[config.mk]
export PLATFORM = sky130hd
export DESIGN_NAME = serial_framer
export DESIGN_NICKNAME = d
export VERILOG_FILES = /design/src/rtl/serial_pkg.sv /design/src/rtl/serial_hold_buf.sv /design/src/rtl/serial_framer.sv
export SDC_FILE = /design/constraint.sdc
export NUM_CORES = 1
export LEC_CHECK = 0
export ABC_AREA = 1
export ABC_CLOCK_PERIOD_IN_PS = 3500
export CAP_MARGIN = 10
export CORE_ASPECT_RATIO = 0.75
export CORE_MARGIN = 2
export CORE_UTILIZATION = 40
export DETAILED_ROUTE_END_ITERATION = 10
export PLACE_DENSITY = 0.62
export RECOVER_POWER = 25
export SLEW_MARGIN = 5
export SYNTH_ARGS = -nofsm -noshare
export SYNTH_HDL_FRONTEND = slang
export SYNTH_SLANG_ARGS = --single-unit
[constraint.sdc]
create_clock -name clock -period 3.5 [get_ports clock]
set_input_delay 0.35 -clock clock [delete_from_list [all_inputs] [get_ports clock]]
set_output_delay 0.35 -clock clock [all_outputs]
set_load 0.05 [all_outputs]
[src/rtl/serial_pkg.sv]
// rtl/serial_pkg.sv - shared line-state encoding for the serial framer and deserializer
package serial_pkg;

  typedef enum logic [2:0] {
    IDLE   = 3'd0,
    START  = 3'd1,
    DATA   = 3'd2,
    PARITY = 3'd3,
    STOP   = 3'd4
  } frame_state_e;

endpackage

[src/rtl/serial_hold_buf.sv]
// rtl/serial_hold_buf.sv - 1-entry holding register with valid/ready accept logic
module serial_hold_buf #(
  parameter int WIDTH = 8
) (
  input  logic             clock,
  input  logic             reset,
  input  logic [WIDTH-1:0] data_in,
  input  logic             load_valid,
  output logic             load_ready,
  input  logic             pop,
  output logic [WIDTH-1:0] data_out,
  output logic             full
);

  assign load_ready = !full;

  // Accept and pop never coincide: pop is only issued while full.
  always_ff @(posedge clock or posedge reset) begin
    if (reset) begin
      full     <= 1'b0;
      data_out <= '0;
    end else if (load_valid && load_ready) begin
      full     <= 1'b1;
      data_out <= data_in;
    end else if (pop) begin
      full     <= 1'b0;
    end
  end

endmodule

[src/rtl/serial_framer.sv]
// rtl/serial_framer.sv - parallel-to-serial framer: start, LSB-first data, optional even parity, stop
module serial_framer
  import serial_pkg::*;
#(
  parameter int WIDTH     = 8,
  parameter int PARITY_EN = 1
) (
  input  logic             clock,
  input  logic             reset,
  input  logic [WIDTH-1:0] data_in,
  input  logic             load_valid,
  output logic             load_ready,
  output logic             serial_out,
  output logic             busy,
  output logic             frame_done
);

  localparam int CNT_W = (WIDTH > 1) ? $clog2(WIDTH) : 1;
  localparam logic [CNT_W-1:0] LAST_BIT = CNT_W'(WIDTH - 1);

  frame_state_e     state, state_nxt;
  logic [CNT_W-1:0] bit_cnt;
  logic [WIDTH-1:0] shreg;
  logic             parity_q;
  logic             hold_full;
  logic [WIDTH-1:0] hold_data;
  logic             load_frame;
  logic             line_nxt;
  logic             shift_en;

  serial_hold_buf #(.WIDTH(WIDTH)) u_hold (
    .clock      (clock),
    .reset      (reset),
    .data_in    (data_in),
    .load_valid (load_valid),
    .load_ready (load_ready),
    .pop        (load_frame),
    .data_out   (hold_data),
    .full       (hold_full)
  );

  always_comb begin
    state_nxt  = state;
    load_frame = 1'b0;
    line_nxt   = 1'b0;
    shift_en   = 1'b0;
    unique case (state)
      IDLE: begin
        if (hold_full) begin
          state_nxt  = START;
          load_frame = 1'b1;
        end
      end
      START:  state_nxt = DATA;
      DATA: begin
        if (bit_cnt == LAST_BIT) state_nxt = (PARITY_EN != 0) ? PARITY : STOP;
        else                     shift_en  = 1'b1;
      end
      PARITY: state_nxt = STOP;
      STOP: begin
        if (hold_full) begin
          state_nxt  = START;
          load_frame = 1'b1;
        end else begin
          state_nxt  = IDLE;
        end
      end
      default: state_nxt = IDLE;
    endcase

    // serial_out is registered, so the line level is chosen from the state being entered.
    unique case (state_nxt)
      START:   line_nxt = 1'b1;
      DATA:    line_nxt = (state == DATA) ? shreg[1] : shreg[0];
      PARITY:  line_nxt = parity_q;
      default: line_nxt = 1'b0;
    endcase
  end

  always_ff @(posedge clock or posedge reset) begin
    if (reset) begin
      state      <= IDLE;
      bit_cnt    <= '0;
      shreg      <= '0;
      parity_q   <= 1'b0;
      serial_out <= 1'b0;
    end else begin
      state      <= state_nxt;
      serial_out <= line_nxt;
      bit_cnt    <= shift_en ? bit_cnt + 1'b1 : '0;
      if (load_frame) begin
        shreg    <= hold_data;
        parity_q <= ^hold_data;
      end else if (shift_en) begin
        shreg    <= shreg >> 1;
      end
    end
  end

  assign busy       = (state != IDLE);
  assign frame_done = (state == STOP);

endmodule

==> impl_metrics.toml <==
[clocking]
postCtsSetupBuffers = 0
cts_tree = "yes"
root_buffer = "clkbuf_8"
cts.clk_slew.worst_paths_ps = 90
max-clock-path-buffers = 2
clock-sinks = 25
ctsResizeCount = 0
cts_hold_buf = 0
cts_inserted_buffers = 3
worstSkewPairLatency_ps = 270
htreeDepth = 1

[placed_design]
dp_hpwl_um = 1610
portBuffers = 14
place_area_um2 = 1410
dp_cells = 209
gp_congestion = 0.796

[yosys]
syn_nets = 174
syn_area_um2 = 1260
synth_common_cells = "nand2_1 (60), dfrtp_1 (25), inv_1 (17)"
syn_area_per_cell_um2 = 7.86
ys_ff_latch = 25
netlist_top_cells_area = "dfrtp_1 (49%), nand2_1 (18%), inv_1 (5.0%), nor2_1 (4.5%), a21oi_1 (4.0%)"
netlist_instances = 161
yosys_warnings = 0
synth_seq_area_share = 0.495
synth_edf_count = 0
synth.most_common_cell = "nand2_1"
yosysTopAreaCell = "dfrtp_1"
synth.top_cell.area_share = 0.495
synth_cell_types = 19
synthArstFlopShare = 1.00
synth_flop_cell = "dfrtp_1"

[worst_setup_path]
max_stage_delay_ps = 800
cp_slowest_cell = "clkdlybuf4s50_1"
r2r_cells = 6
path_buf_inv = 2
crit_path_end_kind = "output port"
cp-start-kind = "flip-flop"
arrival_ps = 1890
path_cells = "nor2_1 -> inv_1 -> nor2_1 -> clkdlybuf4s50_1"
critical_path.top_delay_family = "buffers and inverters"
crit_required_ps = 3150
reg2reg_slack_ps = 1890
crit_type = "flip-flop to output port"
path_common_cell = "nor2_1"
regToRegStartpoint = "state[0]$_DFF_PP0_"
reg2reg_to = "shreg[0]$_DFFE_PP0P_"
crit_fanout = 4

[power_and_ir_drop]
p_leak_nw = 0.741
ir_worst_vdd_v = 0.000370
powerDensity_nw_per_um2 = 990

[sta]
setup_violations = 0
period_share = 0.640
clock_skew_ps = 3.84
relSlewSlack = 0.376
drv_slew = 0
fmax_ghz = 0.447
min_period_ps = 2240
finalHoldViolCount = 0
tightestPinTransition_ps = 934
setup_tns_ps = 0
rsz0062_at_grt = "no"

[die]
die_w_um = 68.9
fp.dieArea_um2 = 3630
start_util = 0.425
die_h_um = 52.7
fp-row-count = 17
fp.coreArea_um2 = 2980
ios = 15

[global_routing]
grt_pass1_wl_um = 3680
grt_max_degree = 26
antenna_found_initial = 0
gr-total-overflow = 0
grt_usage = 0.141
grt_pass1_vias = 870

[detailed_routing]
avgViaCountPerCell = 4.65
drtIter0Drc = 32
antenna_left = 0
wirelength_um = 2080
num_vias = 990
wl_per_cell_um = 9.76
drt-pass1-iter-count = 4
drcViolationCount = 0

[flow_run]
maxCapViolCount = 0

[final_layout]
antennaDiodeCount = 0
synthToLayoutAreaGrowth_pct = 14.0
finalNonFillerCells = 213
fin_nets = 189
final_area_um2 = 1440
drive_gt1_frac = 0.0743

[worst_hold_path]
hp-class = "flip-flop to flip-flop"
min_from = "bit_cnt[0]$_DFF_PP0_"
hold-path-endpoint = "bit_cnt[0]$_DFF_PP0_"
hold_path_depth = 1

[outcome]
status = "complete, no violations"
## state kept, by name, indices dropped and copies added (netlist names)
register and flops:
parity_q 1, state 3, serial_out 1, shreg 8
u_hold.full 1, u_hold.data_out 8, bit_cnt 3
## power breakdown
group | total, mW | internal (mW) | switching [mW]
logic | 0.753 | 0.252 | 0.502
clock network | 0.169 | 0.0796 | 0.0893
registers | 0.506 | 0.426 | 0.0793
total | 1.43 | 0.758 | 0.670
## area by class of cell
class | instances | area (um2)
Multi-Input combinational cell | 114 | 515
Fill cell | 298 | 1540
Tap cell | 38 | 47.5
Inverter | 18 | 67.6
Clock buffer | 3 | 41.3
Clock inverter | 1 | 5.00
Timing Repair Buffer | 14 | 140
Sequential cell | 25 | 626
## how the worst max path moves through the flow
stage | start | slack, ps | end | cells past startpoint
6_report | state[0]$_DFF_PP0_ | 1260 | frame_done | 4
5_1_grt | state[0]$_DFF_PP0_ | 1130 | frame_done | 4
4_1_cts | state[0]$_DFF_PP0_ | 1280 | frame_done | 4
3_5_place_dp | state[0]$_DFF_PP0_ | 1590 | frame_done | 4
3_3_place_gp | state[0]$_DFF_PP0_ | 1620 | frame_done | 4
2_1_floorplan | state[0]$_DFF_PP0_ | 1870 | frame_done | 3
## routing by layer
metal / GRT usage / vias up / part of all wire
met2: 0.239 / 18 / 0.48
met1: 0.175 / 445 / 0.48
li1: - / 525 / -
met5: 0 / - / 0
met4: 0.0294 / 0 / 0.0038
met3: 0.0452 / 2 / 0.038
## per-stage QoR
step	total power, mW	setup WS, ps	utilization	hold WS (ps)
floorplan	1.18	1870	-	377
global placement	1.26	1620	0.473	418
detailed placement	1.29	1590	0.473	434
CTS	1.46	1280	0.489	445
global route	1.58	1130	0.484	461
finish	1.43	1260	0.484	443
## kinds of logic (layout without fill, tap and decap cells)
kind of cell / Yosys count / count (layout) / synth area share
DFF: 25 / 25 / 0.495
adders and majority gates: 2 / 2 / 0.0198
buffers and inverters: 22 / 36 / 0.0880
AOI/OAI and AO/OA: 25 / 25 / 0.112
and+or+nand+nor: 87 / 87 / 0.286
## layout by cell type (no fill, tap or decap)
master | netlist | final
ha_1 | 2 | 2
nand3_1 | 4 | 4
nand2_1 | 60 | 62
a21oi_1 | 10 | 10
a21oi_2 | 3 | 3
clkbuf_8 | 0 | 3
o21a_1 | 1 | 1
clkdlybuf4s50_1 | 0 | 13
o21ai_0 | 10 | 10
dlygate4sd3_1 | 0 | 1
nand2_4 | 2 | 1
o211ai_1 | 1 | 1
inv_2 | 1 | 1
nor2_1 | 15 | 16
inv_1 | 17 | 17
clkinv_2 | 0 | 1
dfrtp_1 | 25 | 25
nor2_2 | 5 | 4
No activity file was read; power rests on OpenSTA's default activity.
==> RTL change (same flow settings) <==
`WIDTH` is set to 8 in 2 places; all go to 4.
--- a/src/rtl/serial_hold_buf.sv
+++ b/src/rtl/serial_hold_buf.sv
@@ -1,6 +1,6 @@
 // rtl/serial_hold_buf.sv - 1-entry holding register with valid/ready accept logic
 module serial_hold_buf #(
-  parameter int WIDTH = 8
+  parameter int WIDTH = 4
 ) (
   input  logic             clock,
   input  logic             reset,
--- a/src/rtl/serial_framer.sv
+++ b/src/rtl/serial_framer.sv
@@ -2,7 +2,7 @@
 module serial_framer
   import serial_pkg::*;
 #(
-  parameter int WIDTH     = 8,
+  parameter int WIDTH     = 4,
   parameter int PARITY_EN = 1
 ) (
   input  logic             clock,
Ports: changed (resized data_in); port bits go from 15 to 11. No check against the original RTL was run, so the function may have changed too.
==> RTL change against the unedited design <==
Synthesized cell count is 43% lower. Worst setup slack worse by 0.35 ns. Cell count is 40% lower. Sequential power is 35% lower. Count of clock-buffer cells in the layout is 1 higher. Critical path type unchanged. Non-clock buffer count is 4 lower. Power is 35% lower. Core utilization is 4.1 points higher. Critical path depth stayed put. Cell area is 35% lower. Routed wire length is 35% lower. Area after synthesis is 38% lower. Sequential cell count is 9 lower.
==> RTL change: results (changes against the unedited design) <==
Placed design
  – GPL Wtd Cong: 0.8311 (+4.4%)
  – Post-Place Cell Area: 912.1 sq um (-35%)
  – Post-Place Setup Slack: 1.536 ns (-0.05615 ns)
  – I/O Buffers: 10 (-4)
  – Post-Place Cells: 123 (-41%)
  – DP HPWL: 1013 um (-37%)

Worst setup path
  – Crit path max-delay cell type: clkdlybuf4s50_1
  – Worst-path fanout max: 5 (+1)
  – Cell family with most CP delay: buffers and inverters
  – CP peak stage delay: 0.80 ns (about the same)
  – Critical path startpoint: state[1]$_DFF_PP0_
  – Internal reg-to-reg setup slack: 2.05 ns (+0.16 ns)
  – RR Endpoint: serial_out$_DFF_PP0_
  – Arrival time at the worst endpoint: 2.24 ns (+0.35 ns)

Yosys
  – Post-synth net total: 99 (-43%)
  – Yosys warnings: 0 (unchanged)
  – Sequential share of the synthesized area: 0.5104 (+0.01581)
  – Top cells by area, synth: dfrtp_1 (51%), nand2_1 (13%), nor2_1 (5.7%)
  – Cell variety after synth: 22 (+3)
  – Mapped Avg Cell Area: 8.621 sq um (+9.7%)
  – Synth top cells by count: nand2_1 (27), dfrtp_1 (16), nor2_1 (12)

Detailed routing
  – Initial DRC count: 16 (-50%)
  – WL met3: 89 um (+13%)
  – Highest routed layer: met4
  – Met2 wire length: 569 um (-43%)
  – Post-Route M1 WL: 684 um (-31%)
  – Post-DR wirelength/cell: 10.68 um (+9.4%)
  – DR vias/cell: 4.709 (+1.3%)
  – DR pass1 iterations: 4 (unchanged)

Power
  – Leakage power: 0.4811 nW (-35%)
  – VDD IR max: 0.0006103 V (+65%)

Finish
  – Layout cell share with drive strength beyond 1: 0.1333 (+0.05905)
  – Antenna diodes: 0 (unchanged)
  – Number of nets in the layout: 114 (-40%)
  – Biggest regs: shreg x4, u_hold.data_out x4, state x3
  – Finished Layout Cells: 127 (-40%)

Global routing
  – Vias in the first global route: 572 (-34%)
  – Largest net degree at the start of global routing: 17 (-35%)
  – Grt met2 use: 0.2190 (-0.01973)
  – All-Layer GR Usage: 0.1478 (+0.007033)
  – Routing usage on met1: 0.1794 (+0.004338)
  – First-pass GRT wire length: 2387 um (-35%)
  – Global Route met3 Usage: 0.08214 (+0.03698)

STA
  – Hold Slack: 0.4391 ns (-0.003922 ns)
  – Min cycle time layout: 2.591 ns (+0.3521 ns)
  – Max Clock Skew: 0.004256 ns (+0.0004145 ns)
  – Normalized max-slew margin: 0.5794 (+0.2029)

Min path
  – Worst Hold End: bit_cnt[0]$_DFF_PP0_

Clocking
  – Maximum clock insertion buffer count: 2 (unchanged)
  – H-tree Lvls: 1 (unchanged)
  – Clk slew on worst S/H paths: 0.10 ns
  – Cts repair resizes: 0 (unchanged)
  – Total CTS buffers: 3 (unchanged)
  – CTS Root Cell: clkbuf_4
  – Worst skew pair latency: 0.30 ns (+0.03 ns)

Outcome
  – Status: finished, final reports clean
==> RTL change: layout make-up <==
class	instances	area (sq um)
inverters	12	47.55
clock buffers	4	36.28
multi-input cells	63	329.1
well taps	22	27.53
flip-flops and latches	16	400.4
fillers	179	848.3
repair buffers	10	100.1
==> RTL change: kinds of logic (layout without fill, tap and decap cells) <==
kind of cell               count (synthesis)  count (layout)  synth area share
AOI/OAI and AO/OA                         10              10           0.07815
xor gates and xnor gates                   2               2           0.02233
adders and majority gates                  1               1           0.01595
buffers and inverters                     12              26           0.06061
DFF                                       16              16            0.5104
muxes                                      1               1           0.01435
and+or+nand+nor                           49              49            0.2983
==> RTL change: power breakdown <==
| group | total (mW) | switching [mW] | leakage, nW | internal (mW) |
|---|---|---|---|---|
| sequential | 0.327 | 0.0603 | 0.199 | 0.267 |
| combinational | 0.476 | 0.307 | 0.262 | 0.169 |
| clock | 0.126 | 0.0629 | 0.0210 | 0.0635 |
